File: src/rtl/div_pkg.sv
// Shared definitions for the sequential restoring divider: state encoding,
// default operand widths and the iteration-counter width helper.
package div_pkg;

    localparam int DIV_N = 8;
    localparam int DIV_M = 4;

    typedef enum logic [1:0] {
        IDLE = 2'b00,
        CALC = 2'b01,
        DONE = 2'b10
    } state_t;

    // Counter must be able to hold the iteration count 0..n.
    function automatic int cnt_width(input int n);
        return $clog2(n + 1);
    endfunction

endpackage

File: src/rtl/adder.sv
// Team parameterised ripple adder; used here as the divider's trial subtractor
// by feeding the inverted divisor with a carry-in of one.
module Adder #(
    parameter int W = 4
) (
    input  logic [W-1:0] a,
    input  logic [W-1:0] b,
    input  logic         ci,
    output logic [W-1:0] s,
    output logic         co
);

    assign {co, s} = {1'b0, a} + {1'b0, b} + {{W{1'b0}}, ci};

endmodule

File: src/rtl/div8x4_cu.sv
// Divider control unit: IDLE/CALC/DONE sequencer, iteration counter and the
// strobes that drive the datapath, plus registered busy/done.
module div8x4_cu
    import div_pkg::*;
#(
    parameter int N = DIV_N
) (
    input  logic clk,
    input  logic rst,
    input  logic start,
    input  logic b_zero,
    input  logic trial_ok,
    output logic ld_op,
    output logic shift_en,
    output logic sel_restore,
    output logic busy,
    output logic done
);

    localparam int CW = cnt_width(N);

    state_t        state_r;
    state_t        state_s;
    logic [CW-1:0] cnt_r;
    logic          last_s;
    logic          busy_r;
    logic          done_r;

    assign last_s = (cnt_r == CW'(N - 1));

    // State register.
    always_ff @(posedge clk or negedge rst) begin
        if (!rst) begin
            state_r <= IDLE;
        end else begin
            state_r <= state_s;
        end
    end

    // Iteration counter, cleared on each accepted operation.
    always_ff @(posedge clk or negedge rst) begin
        if (!rst) begin
            cnt_r <= {CW{1'b0}};
        end else if (ld_op) begin
            cnt_r <= {CW{1'b0}};
        end else if (shift_en) begin
            cnt_r <= cnt_r + CW'(1);
        end else begin
            cnt_r <= cnt_r;
        end
    end

    // busy/done registered from the next state so they line up with the state.
    always_ff @(posedge clk or negedge rst) begin
        if (!rst) begin
            busy_r <= 1'b0;
            done_r <= 1'b0;
        end else begin
            busy_r <= (state_s != IDLE);
            done_r <= (state_s == DONE);
        end
    end

    // Next-state logic.
    always_comb begin
        state_s = state_r;
        case (state_r)
            IDLE: begin
                if (start) begin
                    state_s = b_zero ? DONE : CALC;
                end else begin
                    state_s = IDLE;
                end
            end
            CALC: begin
                if (last_s) begin
                    state_s = DONE;
                end else begin
                    state_s = CALC;
                end
            end
            DONE:    state_s = IDLE;
            default: state_s = IDLE;
        endcase
    end

    // Datapath strobes decoded from the current state.
    always_comb begin
        ld_op       = 1'b0;
        shift_en    = 1'b0;
        sel_restore = 1'b0;
        case (state_r)
            IDLE: ld_op = start;
            CALC: begin
                shift_en    = 1'b1;
                sel_restore = ~trial_ok;
            end
            DONE:    ld_op = 1'b0;
            default: ld_op = 1'b0;
        endcase
    end

    assign busy = busy_r;
    assign done = done_r;

endmodule

File: src/rtl/div8x4_dp.sv
// Divider datapath: quotient shift register, partial remainder, divisor
// register, trial subtractor and restore mux.
module div8x4_dp
    import div_pkg::*;
#(
    parameter int N = DIV_N,
    parameter int M = DIV_M
) (
    input  logic         clk,
    input  logic         rst,
    input  logic         ld_op,
    input  logic         shift_en,
    input  logic         sel_restore,
    input  logic [N-1:0] A,
    input  logic [M-1:0] B,
    output logic         b_zero,
    output logic         trial_ok,
    output logic [N-1:0] Q,
    output logic [M-1:0] R,
    output logic         dbz
);

    logic [N-1:0] q_r;
    logic [M:0]   p_r;
    logic [M-1:0] d_r;
    logic         dbz_r;
    logic [M:0]   p_shift_s;
    logic [M:0]   diff_s;
    logic         no_borrow_s;

    assign b_zero    = (B == {M{1'b0}});
    assign p_shift_s = {p_r[M-1:0], q_r[N-1]};

    Adder #(.W(M + 1)) u_trial (
        .a  (p_shift_s),
        .b  (~{1'b0, d_r}),
        .ci (1'b1),
        .s  (diff_s),
        .co (no_borrow_s)
    );

    // A bit shifted out of P's top means the trial value already exceeds any divisor.
    assign trial_ok = no_borrow_s | p_r[M];

    // Operand capture and one restoring iteration per enabled cycle.
    always_ff @(posedge clk or negedge rst) begin
        if (!rst) begin
            q_r   <= {N{1'b0}};
            p_r   <= {(M + 1){1'b0}};
            d_r   <= {M{1'b0}};
            dbz_r <= 1'b0;
        end else if (ld_op) begin
            d_r   <= B;
            dbz_r <= b_zero;
            if (b_zero) begin
                q_r <= {N{1'b1}};
                p_r <= {1'b0, A[M-1:0]};
            end else begin
                q_r <= A;
                p_r <= {(M + 1){1'b0}};
            end
        end else if (shift_en) begin
            q_r <= {q_r[N-2:0], ~sel_restore};
            p_r <= sel_restore ? p_shift_s : diff_s;
        end else begin
            q_r   <= q_r;
            p_r   <= p_r;
            d_r   <= d_r;
            dbz_r <= dbz_r;
        end
    end

    assign Q   = q_r;
    assign R   = p_r[M-1:0];
    assign dbz = dbz_r;

endmodule

File: src/rtl/div8x4_seq.sv
// Sequential restoring unsigned divider (one quotient bit per clock) with a
// start/done handshake; datapath and control unit are separate blocks.
module div8x4_seq
    import div_pkg::*;
#(
    parameter int N = DIV_N,
    parameter int M = DIV_M
) (
    input  logic         clk,
    input  logic         rst,
    input  logic         start,
    input  logic [N-1:0] A,
    input  logic [M-1:0] B,
    output logic [N-1:0] Q,
    output logic [M-1:0] R,
    output logic         dbz,
    output logic         busy,
    output logic         done
);

    logic ld_op;
    logic shift_en;
    logic sel_restore;
    logic b_zero;
    logic trial_ok;

    div8x4_cu #(.N(N)) u_cu (
        .clk         (clk),
        .rst         (rst),
        .start       (start),
        .b_zero      (b_zero),
        .trial_ok    (trial_ok),
        .ld_op       (ld_op),
        .shift_en    (shift_en),
        .sel_restore (sel_restore),
        .busy        (busy),
        .done        (done)
    );

    div8x4_dp #(.N(N), .M(M)) u_dp (
        .clk         (clk),
        .rst         (rst),
        .ld_op       (ld_op),
        .shift_en    (shift_en),
        .sel_restore (sel_restore),
        .A           (A),
        .B           (B),
        .b_zero      (b_zero),
        .trial_ok    (trial_ok),
        .Q           (Q),
        .R           (R),
        .dbz         (dbz)
    );

endmodule
File: config.mk
export PLATFORM = sky130hd
export DESIGN_NAME = div8x4_seq
export DESIGN_NICKNAME = d
export VERILOG_FILES = /design/src/rtl/div_pkg.sv /design/src/rtl/adder.sv /design/src/rtl/div8x4_cu.sv /design/src/rtl/div8x4_dp.sv /design/src/rtl/div8x4_seq.sv
export SDC_FILE = /design/constraint.sdc
export NUM_CORES = 1
export LEC_CHECK = 0
export ABC_AREA = 1
export CORE_ASPECT_RATIO = 0.7
export CORE_MARGIN = 4
export CORE_UTILIZATION = 54
export DETAILED_ROUTE_END_ITERATION = 7
export PLACE_DENSITY_LB_ADDON = 0.05
export SYNTH_ARGS = -nofsm -noshare
export SYNTH_HDL_FRONTEND = slang
export SYNTH_SLANG_ARGS = --single-unit
File: constraint.sdc
create_clock -name clk -period 4.6 [get_ports clk]
set_input_delay 0.92 -clock clk [delete_from_list [all_inputs] [get_ports clk]]
set_output_delay 0.92 -clock clk [all_outputs]
set_load 0.02 [all_outputs]
* After elaboration in Yosys (flattened, before gate mapping)
Index checks and enable logic that the tools add are counted.
** Storage, ports and cells
- Output and inout bits :: 15
- Flip-flop bits (word level) :: 26
- Logic and storage cells :: 38
- Bits of input ports :: 15
** Cells by class
- Mux-type cells :: 16
- Bitwise logic cells :: 4
- Add/sub/neg operators :: 3
- Eq/ne operators :: 3
- Reduce and logical (&&, ||, !) cells :: 4
** Operator list (number)
- 8-bit two-way mux :: 3
- 5-bit two-way mux :: 3
- 4-bit two-way mux :: 3
- 5-bit by 5-bit adder with 6-bit output :: 1
- 6-bit by 1-bit adder with 6-bit output (second input constant) :: 1
- 2-bit two-way mux :: 3
- 4-bit NOT with 5-bit output :: 1
- 4-bit by 1-bit adder with 4-bit output (second input constant) :: 1
- 4-bit by 3-bit equality test with 1-bit output (second input constant) :: 1
- 4-bit zero test :: 1
- 2-bit case mux with 2 select lines :: 1
- 2-bit nonzero test :: 2
- 1-bit two-way mux :: 3
- 2-bit by 1-bit equality test with 1-bit output (second input constant) :: 1
- 2-bit equality test (second input constant) :: 1
- 2-bit zero test :: 1
- 1-bit NOT :: 2
- 1-bit bitwise OR :: 1

* Logic depth before layout (Yosys ltp)
- Depth after elaboration :: 9
- Depth in mapped cells :: 10
- Gate-level depth less buffers :: 10

* Modules after synthesis
Synthesis repeated with hierarchy kept, for this count alone.
** Unflattened totals
- Cell total of the unflattened synthesis :: 204
- Area, all modules :: 1559.0 um2
** Modules (own cells, without submodules)
- div8x4_dp :: times used 1, area an instance 989.7 um2, cells each 132
- div8x4_cu :: times used 1, area an instance 371.6 um2, cells each 41
- Adder :: times used 1, area an instance 197.7 um2, cells each 31

* Least setup slack after synthesis
No wires, ideal clock.
- Path kind :: register -> register
- From :: reg u_dp.q_r[7] (netlist: u_dp.Q[7])
- To :: reg u_dp.p_r[4]
- Path buffers :: 0
- Arrival :: 1.558 ns
- Setup slack :: 2.924 ns
- Required time :: 4.482 ns
- Library setup time :: 0.118 ns
- Cell stages (with the launch flop) :: 10
- Cells stage by stage :: dfrtp_1 > inv_1 > ha_1 > inv_1 > fa_1 > nand3_1 > and3_1 > or2_2 > nand4_1 > nand2_1
** On the way
- Longest elaborated chain between the ends :: 8
** Ends and longest elaborated chain
- from (decl) :: line div8x4_dp.sv:23 : logic [N-1:0] q_r;
- from (signal assigned) :: line div8x4_dp.sv:48 : q_r <= {N{1'b0}};
- from (signal assigned) :: line div8x4_dp.sv:56 : q_r <= {N{1'b1}};
- from (signal assigned) :: line div8x4_dp.sv:63 : q_r <= {q_r[N-2:0], ~sel_restore};
- 5-bit by 5-bit adder with 6-bit output * :: line adder.sv:13 : assign {co, s} = {1'b0, a} + {1'b0, b} + {{W{1'b0}}, ci};
- 6-bit by 1-bit adder with 6-bit output * :: line adder.sv:13
- 1-bit bitwise OR :: line div8x4_dp.sv:43 : assign trial_ok = no_borrow_s | p_r[M];
- 1-bit NOT :: line div8x4_cu.sv:96 : sel_restore = ~trial_ok;
- 1-bit two-way mux :: line div8x4_cu.sv:92 : case (state_r)
- 5-bit two-way mux * :: line div8x4_dp.sv:64 : p_r <= sel_restore ? p_shift_s : diff_s;
- 5-bit two-way mux * :: line div8x4_dp.sv:62 : end else if (shift_en) begin
- 5-bit two-way mux * :: line div8x4_dp.sv:52 : end else if (ld_op) begin
- to (signal assigned) :: line div8x4_dp.sv:57 : p_r <= {1'b0, A[M-1:0]};
- to (signal assigned) :: line div8x4_dp.sv:64
- to (signal assigned) :: line div8x4_dp.sv:67 : p_r <= p_r;
- to (decl) :: line div8x4_dp.sv:24 : logic [M:0] p_r;
Mark *: on every way between the ends. The rest lies on a longest branch, timed or not. The select of a mux whose other input is x is not followed.
A chain may end at the register's enable or synchronous reset.

* Final worst setup path
- From :: reg u_dp.p_r[0]
- To :: out R[0]
** RTL lines
- from (signal assigned) :: line div8x4_dp.sv:49 : p_r <= {(M + 1){1'b0}};
- from (signal assigned) :: line div8x4_dp.sv:57
- from (signal assigned) :: line div8x4_dp.sv:60 : p_r <= {(M + 1){1'b0}};
- to (decl) :: line div8x4_seq.sv:15 : output logic [M-1:0] R,
No word-level cell between the ends.

==> key figures <==
Status
  – Status: complete, no violations

Clocking
  – Deepest clock path buffer count: 2
  – Reg clk slew, reported paths: about 90 ps
  – CTS root buffer: clkbuf_8
  – H-tree levels: 1
  – CTS tree: built
  – Post_cts resized: 0
  – Clock sink count: 26
  – Clock buffer count from CTS: 3
  – Postcts setup bufs: 0
  – Skew-Pair Late Insertion Delay: 270 ps
  – Hold-fix buffers, CTS: 0

Setup path
  – CP Cell Sequence: clkdlybuf4s50_1
  – Slowest stage delay, CP: between 600 and 700 ps
  – Worst EP arrival: 1380 ps
  – CP Launch Type: flop
  – CP max stage cell: clkdlybuf4s50_1
  – CP Buf/Inv Count: 1
  – WS Path Type: flop to primary output
  – Critical-path maximum fanout: 5
  – CP top delay family: buffers and inverters
  – CP endpoint kind: primary output
  – CP Data Required Time: roughly 3700 ps

Global routing
  – Total grt overflow: 0
  – Number of global-route vias before repair: 1177
  – First-pass GRT wire length: 5.46 mm
  – Initial antenna violation count: 0
  – GRT Resource Usage Total: between 10% and 20%
  – Pin count of the biggest net entering global routing: 27

Pwr
  – Static Leak: approximately 0.00086 µW
  – Pwr per Cell Area: between 700 and 800 nW/µm²
  – Total Power: 1320 µW
  – VDD IR max: 0.000391 V

Floorplanning
  – Chip Height: 50.9 µm
  – Die area: 3520 µm²
  – Initial Util: 57.2%
  – Core Box Area: 2480 µm²
  – Ports: 30
  – Die width: 69.2 µm
  – FP Rows: 15

Final layout
  – Antenna fix cells: 0
  – # fillers: about 210
  – Layout cells sized above 1: 9.04%
  – Post-layout util: 70.9%
  – Synthesis-to-finish area growth: 23.9%
  – Final #Nets: 210

Synthesis
  – Synthesized flop and latch total: 26
  – Synth Warn #: 0
  – Synth top area share: between 40 and 50%
  – Distinct cells, synth: 27
  – Asr flop ratio synth: 100%
  – Synth top area cells: dfrtp_1, nand2_1, inv_1, ha_1, o221ai_1
  – Avg Cell Area, Syn: 8.80 µm²
  – Post-synth net total: 182
  – Number of synthesized flops with an enable pin: 0
  – Mapped Area: 1420 µm²
  – Post-synth top area cell: dfrtp_1
  – Post-synthesis sequential area ratio: around 46%
  – Post-Syn Instances: ~160
  – Ys flop type: dfrtp_1

Timing
  – Slew @ Worst Pin: 1130 ps
  – Final hold viol count: 0
  – RSZ-0062 raised after global routing: no
  – Top achievable clock speed: ~0.43 GHz
  – Final worst path period share: 50.1%
  – Final min period: 2300 ps
  – Max_slew headroom: 24.3%
  – Setup Viol. Count Final: 0
  – Pins Over Slew Limit: 0
  – Post-Route Skew: 5.65 ps
  – Setup TNS Final: 0 ps

Job
  – Max Cap Viol: 0

Route
  – Initial DRT Pass Iterations: 4
  – Antenna Nets Post-Route: 0
  – DR iter-0 viols: a little under 80
  – DR vias: 1151
  – Post-DR wirelength/cell: 13.7 µm
  – Detailed-route DRC error count: 0
  – Overall routed net length: around 3.0 mm
  – Vias/cell: 5.18

Placement
  – Port Buffer Count: 29
  – Hpwl dp: between 2 and 2.5 mm
  – Final GP Congestion: 0.841

Min path
  – Hold WC Path Type: flop to flop
synthesized netlist by cell type (2+ instances only):
master    count
nor2_8        2
buf_4         5
nand2_1      38
ha_1          5
nand2_2       2
nand4_1       3
o21ai_0       9
dfrtp_1      26
o221ai_1      6
a21oi_1       8
inv_1        19
nor2_1       12
nand2_4       4
nand3_1       9
final timing paths:
check                            startpoint     endpoint  slack (ps)  depth (start not counted)
worst max-delay path            u_dp.p_r[0]         R[0]        2300                          1
worst min-delay path            u_dp.d_r[0]  u_dp.d_r[0]         490                          2
worst max register to register  u_dp.p_r[1]  u_dp.p_r[0]        2930                          8
worst min register to register  u_dp.d_r[0]  u_dp.d_r[0]         490                          2
max in group asynchronous               rst  u_dp.d_r[1]        2670                          1
min in group asynchronous               rst    u_cu.busy        1250                          1
report_power, final:
group          leakage [µW]  switching, µW  internal [µW]
combinational      0.000522            437            321
clock             0.0000288           69.4           76.5
sequential         0.000308           83.7            336
total              0.000858            590            733
final cells by class:
cell class                 count  area [µm²]  share of cell area [%]
inverter                      22        86.3                    4.92
multi-input combinational    107         631                    35.9
timing repair buffer          29         290                    16.5
sequential                    26         651                    37.1
clock buffer                   4        55.1                    3.14
tap                           34        42.5                    2.42
registers in the layout (all words and copies together), names as in the netlist:
register      count
u_cu.busy         1
u_cu.cnt_r        4
u_cu.done         1
u_cu.state_r      2
u_dp.Q            8
u_dp.d_r          4
u_dp.dbz          1
u_dp.p_r          5
cell families (layout without fill, tap and decap cells):
kind of cell | after synthesis | in the layout | share of synthesized area [%]
fa+ha+maj | 6 | 6 | 5.83
simple gates | 74 | 74 | 26.7
compound gates | 26 | 26 | 11.4
xor+xnor | 1 | 1 | 0.618
flops | 26 | 26 | 45.9
buf+inv | 28 | 55 | 9.54
per-stage QoR:
step	setup WS [ps]	cell area, µm²	hold WS [ps]	instances
after floorplan	2920	1420	450	161
after global placement	2280	1700	471	218
after detailed placement	2240	1700	476	218
after CTS	2300	1760	498	222
after global routing	2240	1760	526	222
final	2300	1760	493	222
layout by cell type, fill, tap and decap left out, drive strengths merged:
| cell | Yosys | routed |
|---|---|---|
| o21ai | 9 | 9 |
| a32o | 1 | 1 |
| dfrtp | 26 | 26 |
| ha | 5 | 5 |
| clkinv | 1 | 1 |
| o221ai | 6 | 6 |
| clkbuf | 0 | 4 |
| nand2 | 44 | 44 |
| a21oi | 8 | 8 |
| nor2 | 15 | 15 |
| or2 | 1 | 1 |
| o22ai | 1 | 1 |
| nor3 | 1 | 1 |
| and3 | 1 | 1 |
| o211ai | 1 | 1 |
| fa | 1 | 1 |
| clkdlybuf4s50 | 0 | 29 |
| nand4 | 3 | 3 |
| nand3 | 9 | 9 |
| inv | 21 | 21 |
| xnor2 | 1 | 1 |
per-layer routing:
metal  vias to the layer above  wire length, µm  global-route usage (%)  share of wire [%]
met5                         -                0                       0                  0
met4                         0               23                    5.52               0.76
met3                         2              183                    5.50                6.0
met2                        33             1370                    31.6                 45
met1                       539             1460                    26.1                 48
li1                        577                -                       -                  -
Power figures use the tool's default switching activity.
